--- src/rtl/port_fifo_responder.sv ---
// Port-bus responder exposing a TX FIFO, an RX FIFO and status/count registers
// at three consecutive port addresses, with valid/ready on the external side.
module port_fifo_responder #(
   parameter int unsigned              WORD_SIZE  = 16,
   parameter logic [WORD_SIZE-1:0]     BASE_ADDR  = 16'h0010,
   parameter int unsigned              DEPTH_LOG2 = 3
) (
   input  logic                 clk,
   input  logic                 reset,
   input  logic [WORD_SIZE-1:0] portaddr,
   input  logic [WORD_SIZE-1:0] portval,
   input  logic                 portget,
   input  logic                 portset,
   output logic [WORD_SIZE-1:0] portout,
   output logic [WORD_SIZE-1:0] tx_data,
   output logic                 tx_valid,
   input  logic                 tx_ready,
   input  logic [WORD_SIZE-1:0] rx_data,
   input  logic                 rx_valid,
   output logic                 rx_ready
);

   localparam int unsigned DEPTH = 1 << DEPTH_LOG2;
   localparam logic [WORD_SIZE-1:0]  STAT_ADDR = BASE_ADDR + WORD_SIZE'(1);
   localparam logic [WORD_SIZE-1:0]  CNT_ADDR  = BASE_ADDR + WORD_SIZE'(2);
   localparam logic [DEPTH_LOG2:0]   FULL_CNT  = {1'b1, {DEPTH_LOG2{1'b0}}};
   localparam logic [DEPTH_LOG2:0]   CNT_ONE   = {{DEPTH_LOG2{1'b0}}, 1'b1};
   localparam logic [DEPTH_LOG2-1:0] PTR_ONE   = {{(DEPTH_LOG2-1){1'b0}}, 1'b1};

   logic [WORD_SIZE-1:0]  tx_mem [DEPTH];
   logic [WORD_SIZE-1:0]  rx_mem [DEPTH];
   logic [DEPTH_LOG2-1:0] tx_wptr_q, tx_rptr_q, rx_wptr_q, rx_rptr_q;
   logic [DEPTH_LOG2:0]   tx_count_q, tx_count_d, rx_count_q, rx_count_d;
   logic                  tx_ovf_q, tx_ovf_d, rx_unf_q, rx_unf_d;
   logic [WORD_SIZE-1:0]  portout_q, rd_word, status_word, count_word;

   logic sel_data, sel_stat, sel_cnt, rd_hit;
   logic tx_full, tx_empty, rx_full, rx_empty;
   logic tx_push, tx_pop, rx_push, rx_pop;

   assign sel_data = (portaddr == BASE_ADDR);
   assign sel_stat = (portaddr == STAT_ADDR);
   assign sel_cnt  = (portaddr == CNT_ADDR);
   assign rd_hit   = portget & (sel_data | sel_stat | sel_cnt);

   assign tx_full  = (tx_count_q == FULL_CNT);
   assign tx_empty = (tx_count_q == '0);
   assign rx_full  = (rx_count_q == FULL_CNT);
   assign rx_empty = (rx_count_q == '0);

   // Full/empty are taken from pre-edge counts, so a same-cycle pop never rescues a push.
   assign tx_push = portset & sel_data & ~tx_full;
   assign tx_pop  = tx_valid & tx_ready;
   assign rx_push = rx_valid & rx_ready;
   assign rx_pop  = portget & sel_data & ~rx_empty;

   assign tx_valid = ~tx_empty;
   assign tx_data  = tx_mem[tx_rptr_q];
   assign rx_ready = ~rx_full;
   assign portout  = portout_q;

   always_comb begin
      tx_count_d = tx_count_q;
      if (tx_push && !tx_pop) tx_count_d = tx_count_q + CNT_ONE;
      if (!tx_push && tx_pop) tx_count_d = tx_count_q - CNT_ONE;
      rx_count_d = rx_count_q;
      if (rx_push && !rx_pop) rx_count_d = rx_count_q + CNT_ONE;
      if (!rx_push && rx_pop) rx_count_d = rx_count_q - CNT_ONE;
   end

   // Set beats a same-cycle write-1-to-clear.
   always_comb begin
      tx_ovf_d = tx_ovf_q;
      rx_unf_d = rx_unf_q;
      if (portset && sel_stat && portval[4]) tx_ovf_d = 1'b0;
      if (portset && sel_stat && portval[5]) rx_unf_d = 1'b0;
      if (portset && sel_data && tx_full)    tx_ovf_d = 1'b1;
      if (portget && sel_data && rx_empty)   rx_unf_d = 1'b1;
   end

   always_comb begin
      status_word    = '0;
      status_word[0] = tx_full;
      status_word[1] = tx_empty;
      status_word[2] = rx_full;
      status_word[3] = rx_empty;
      status_word[4] = tx_ovf_q;
      status_word[5] = rx_unf_q;
      count_word     = '0;
      count_word[DEPTH_LOG2:0]       = tx_count_q;
      count_word[8 +: DEPTH_LOG2+1]  = rx_count_q;
      rd_word = '0;
      if (sel_data && !rx_empty) rd_word = rx_mem[rx_rptr_q];
      if (sel_stat)              rd_word = status_word;
      if (sel_cnt)               rd_word = count_word;
   end

   always_ff @(posedge clk or posedge reset) begin
      if (reset) begin
         tx_wptr_q  <= '0;
         tx_rptr_q  <= '0;
         rx_wptr_q  <= '0;
         rx_rptr_q  <= '0;
         tx_count_q <= '0;
         rx_count_q <= '0;
         tx_ovf_q   <= 1'b0;
         rx_unf_q   <= 1'b0;
         portout_q  <= '0;
      end else begin
         if (tx_push) tx_wptr_q <= tx_wptr_q + PTR_ONE;
         if (tx_pop)  tx_rptr_q <= tx_rptr_q + PTR_ONE;
         if (rx_push) rx_wptr_q <= rx_wptr_q + PTR_ONE;
         if (rx_pop)  rx_rptr_q <= rx_rptr_q + PTR_ONE;
         tx_count_q <= tx_count_d;
         rx_count_q <= rx_count_d;
         tx_ovf_q   <= tx_ovf_d;
         rx_unf_q   <= rx_unf_d;
         if (rd_hit) portout_q <= rd_word;
      end
   end

   always_ff @(posedge clk) begin
      if (tx_push) tx_mem[tx_wptr_q] <= portval;
      if (rx_push) rx_mem[rx_wptr_q] <= rx_data;
   end

endmodule

--- config.mk ---
export PLATFORM = sky130hd
export DESIGN_NAME = port_fifo_responder
export DESIGN_NICKNAME = d
export VERILOG_FILES = /design/src/rtl/port_fifo_responder.sv
export SDC_FILE = /design/constraint.sdc
export NUM_CORES = 1
export LEC_CHECK = 0
export CORE_MARGIN = 3
export CORE_UTILIZATION = 55
export DETAILED_ROUTE_END_ITERATION = 10
export GPL_TIMING_DRIVEN = 0
export PLACE_DENSITY = 0.73
export SETUP_SLACK_MARGIN = 0.05
export SYNTH_ARGS = -nofsm -noshare
export SYNTH_HDL_FRONTEND = slang
export SYNTH_SLANG_ARGS = --single-unit
export TNS_END_PERCENT = 5
--- constraint.sdc ---
create_clock -name clk -period 3.2 [get_ports clk]
set_clock_uncertainty 0.1 [all_clocks]
set_input_delay 0.48 -clock clk [delete_from_list [all_inputs] [get_ports clk]]
set_output_delay 0.48 -clock clk [all_outputs]
set_load 0.1 [all_outputs]
# Word level (Yosys, flattened, before mapping)
# Memories as Yosys holds them, arrays and structs flattened.
# Index checks and enable logic that the tools add are counted.
# Widths: inputs -> output; s select.
# totals
reg_bits	38
n_memories	2
inputBits	54
output_inout_bits	34
word_cells	75
ram_bits	256
# memory_table
memory	depth	word_bits	rd	rd_clocked_by_memory_dff	wr	line	text
rx_mem	8	16	1	0	1	31	logic [WORD_SIZE-1:0] rx_mem [DEPTH];
tx_mem	8	16	1	0	1	30	logic [WORD_SIZE-1:0] tx_mem [DEPTH];
# op_classes
mux	15
n_addsub	8
n_reduce_logical	23
n_eq_ne	5
n_bitwise	13
# op_table
op	count
$eq 16x5->1 const B	3
$mux 16	3
$mux 4	4
$add 3x1->3 const B	4
$logic_and 1x1->1	12
$add 4x1->4 const B	2
$eq 4x4->1 const B	2
$logic_not 4->1	2
$mux 1	8
$reduce_bool 2->1	4
$sub 4x1->4 const B	2
$and 1x1->1	7
$logic_not 1->1	5
$not 1->1	4
$or 1x1->1	2

# Depth between registers and ports, before layout
# depth
word_depth	7
depth_mapped	12
ltp_nobuf	10

# Worst setup path before layout
# OpenSTA, ideal clock, no wires.
# synth_path
kind	reg2reg
start	reg rx_count_q[1]
end	mem rx_mem[0][0] (enable)
slack_ps	-721
required_time_ps	2691
period_less_slack_ps	3921
setup_ps	409
arrival_ps	3412
stages_incl_launch_ff	7
n_path_buf	2
cell_sequence	dfrtp_1 -> clkbuf_1 -> or4b_1 -> clkbuf_1 -> nand2_1 -> or2_2 -> nor3_1
# synth_between
elab_chain_len	5
# synth_lines
element	line	text
start: declaration	33	logic [DEPTH_LOG2:0] tx_count_q, tx_count_d, rx_count_q, rx_count_d;
start signal: assignment	115	rx_count_q <= rx_count_d;
$eq 4x4->1	48	assign rx_full = (rx_count_q == FULL_CNT);
$not 1->1	59	assign rx_ready = ~rx_full;
named net rx_ready	20	output logic rx_ready
$and 1x1->1	54	assign rx_push = rx_valid & rx_ready;
$mux 1	124	if (rx_push) rx_mem[rx_wptr_q] <= rx_data;
$mux 1 (not written as such)	124	
end: declaration	31	
# The timed path passes the listed nets, and every way through them passes these cells.

# Worst setup path in the final report
# layout_path
start	reg tx_rptr_q[1]
end	out tx_data[1]
# layout_between
elab_chain_len	1
# layout_lines
element	line	text
start: declaration	32	logic [DEPTH_LOG2-1:0] tx_wptr_q, tx_rptr_q, rx_wptr_q, rx_rptr_q;
start signal: assignment	111	if (tx_pop) tx_rptr_q <= tx_rptr_q + PTR_ONE;
$mem_v2 8x16	-	
end: declaration	15	output logic [WORD_SIZE-1:0] tx_data,
# No other way between the ends.

==> run summary <==
clk slew on worst S/H paths: 0.06 ns
starting density of the core: 57.16%
initial antenna violation count: 0
# H-tree levels: 1
setup slack after layout: 0.1316 ns
Pins Over Slew Limit: 0
synth top area cells: edfxtp_1 (65%), mux4_2 (12%), dfrtp_1 (8.1%)
slew margin rel.: 33.21%
Worst Tran Pin Value: 0.9987 ns
CTS tree: yes
Netlist cell types: 46
Synth warnings: 0
most common cell in the synthesized netlist: edfxtp_1
Max Cap Viol: 0
final WL: 23730 um
CTS Sinks: 294
FILL cells: 1307
Crit. End Element: output pin
outcome: completed
Synth Instances: 599
core footprint: 0.02062 mm^2
WP data arrival: 2.49 ns
worst setup path start: tx_rptr_q[1]$_DFFE_PP0P_
die area: 0.02323 mm^2
drt wl/cell: 23.24 um
Mapped Area: 0.01179 mm^2
gr ovfl total: 0
postcts setup bufs: 0
global-route wire length before repair: 37360 um
slowest CP cell: dfrtp_1
Boundary Pins: 88
CP peak stage delay: 0.36 ns
Clock Tree Buf Depth: 3
Total Routing Usage GR: 20.59%
share of cells above drive strength 1: 28.89%
vias per cell: 5.934
critical setup path kind: reg2out
Area Overhead vs Synth: 20.55%
CP required: 2.62 ns
crit path max fanout: 10
DIE HEIGHT: 152.4 um
number of flops mapped to enable cells by yosys: 256
fin util: 68.91%
CTS Buf Count: 29
Post-Syn Area per Cell: 19.68 um^2
met1 global-route usage: 26.86%
RSZ-0062 raised after global routing: true
RR Startpoint: rx_count_q[1]$_DFFE_PP0P_
most used cell, CP: buf_2
min cycle time layout: 3.068 ns
PwrDens: 770.7 mW/mm^2
# rows: 52
Total Power: 10950 uW
LEAKAGE: 0.004755 uW
GR Layer Usage met3: 2.528%
Antenna Violating Nets Remaining: 0
fmax: 0.3259 GHz
top cells by count, synth: edfxtp_1 (256), mux4_2 (64), dfrtp_1 (38), mux2_2 (29), nor2_1 (21)
first drt pass iteration count: 4
top cell type's share of synthesized area: 65.20%
async set-reset flop share out of synthesis: 12.93%
drt drc: 0
via count: 6059
PortBufs: 87
clk_lat worst skew: 0.54 ns
global placement routability congestion: 0.8856
Main synth FF type: edfxtp_1
area leader, netlist: edfxtp_1
synthesized flop and latch total: 294
Die W: 152.4 um
worst path cell trace: clkbuf_1, buf_2, mux4_2, mux2_2, buf_2
hold crit path type: in2async
post-synthesis net count: 663
ANT cells: 0
clk root buf: clkbuf_16
pre-CTS setup slack: -0.6471 ns
pin count of the biggest net entering global routing: 39
dpl hpwl: 16220 um
final worst-path cycle share: 95.89%
Max VDD drop: 493.1 uV
DR iter-0 viols: 377
Fin. Hold Viols: 0
Setup violations, final: 0
final net count: 797
most used routing layer: met2
GR Util met2: 37.70%
startpoint types: flip-flop
register area share after synthesis: 73.27%
vias in the first global route: 6439
flip-flops by register name (all words and copies together) (netlist names):
signal / cells
rx_count_q: 4
rx_unf_q: 1
tx_count_q: 4
portout: 16
rx_wptr_q: 3
tx_mem: 128
rx_mem: 128
tx_rptr_q: 3
tx_ovf_q: 1
rx_rptr_q: 3
tx_wptr_q: 3
routing by layer:
metal | share of wire, % | vias up
met1 | 40 | 3178
li1 | - | 2721
met3 | 3.3 | 30
met4 | 1.6 | 0
met5 | 0 | -
met2 | 55 | 130
cell type report:
type,instances,area [um^2],share of cell area (%)
flip-flops and latches,294,8638,60.78
multi-input cells,270,3117,21.93
repair buffers,104,1072,7.545
clock buffers,38,779.5,5.485
well taps,270,337.8,2.377
plain buffers,31,177.7,1.250
clock inverters,11,78.83,0.5546
inverters,3,11.26,0.07923
critical path: cells and delay by family, from the launching register on:
family                 cells  cell delay [ns]
buffers and inverters      3             0.94
DFF                        1             0.36
muxes                      2             0.64
per-stage QoR:
step / cell area, um^2 / hold slack (ns) / cells / TNS, ns
final: 14210 / 0.3325 / 1021 / 0
after global placement: 13010 / 0.3636 / 956 / -175.63
after detailed placement: 13330 / 0.3696 / 973 / -50.02
after floorplan: 11800 / 0.3488 / 599 / -6.798
after global routing: 14210 / 0.4038 / 1021 / 0
after CTS: 14240 / 0.3478 / 1022 / -1.817
cell usage in the layout, fill, tap and decap left out, types with 5 or more instances in the layout:
cell	count
dfrtp_1	38
and3_1	5
buf_2	23
edfxtp_1	256
clkdlybuf4s50_1	69
nand2_1	8
mux2i_1	6
ha_1	9
nand3_1	17
xnor2_1	8
buf_6	14
nor3_4	5
clkbuf_16	29
mux4_2	64
xor2_1	9
nand4_1	8
o21ai_0	9
a21oi_1	9
clkinv_2	5
or4_1	5
o2bb2ai_1	6
nor2_1	8
mux2_2	29
clkbuf_1	15
a31oi_1	6
clkbuf_4	6
nor2_2	13
logic make-up (layout without fill, tap and decap cells):
family / count (synthesis) / count (layout) / share of synthesized area [%]
compound gates: 41 / 41 / 2.303
xor+xnor: 17 / 17 / 1.263
fa+ha+maj: 10 / 10 / 1.061
buf+inv: 35 / 187 / 1.305
flops: 294 / 294 / 73.27
mux: 102 / 102 / 15.79
simple gates: 100 / 100 / 5.009
where the power goes:
part | switching [uW] | internal, uW | total (uW)
clock | 1300 | 1770 | 3080
combinational | 2150 | 1040 | 3190
sequential | 179 | 4510 | 4680
what timing repair did:
action | CTS | global route
hold buffers | 0 | 0
endpoints found under the setup margin | 35 | 29
pin swaps | 0 | 0
cloned | 0 | 0
gates resized for setup | 63 | 57
worst paths after layout:
check	to	slack [ns]	cells after the start
max in group asynchronous	rx_rptr_q[1]$_DFFE_PP0P_	2.11	2
hold / removal	rx_wptr_q[1]$_DFFE_PP0P_	0.33	2
setup reg to reg	rx_count_q[2]$_DFFE_PP0P_	0.22	11
min in group clk	tx_ovf_q$_DFFE_PP0P_	0.39	1
hold reg to reg	tx_ovf_q$_DFFE_PP0P_	0.39	1
setup / recovery	tx_data[1]	0.13	5
(Power assumes the default switching activity.)
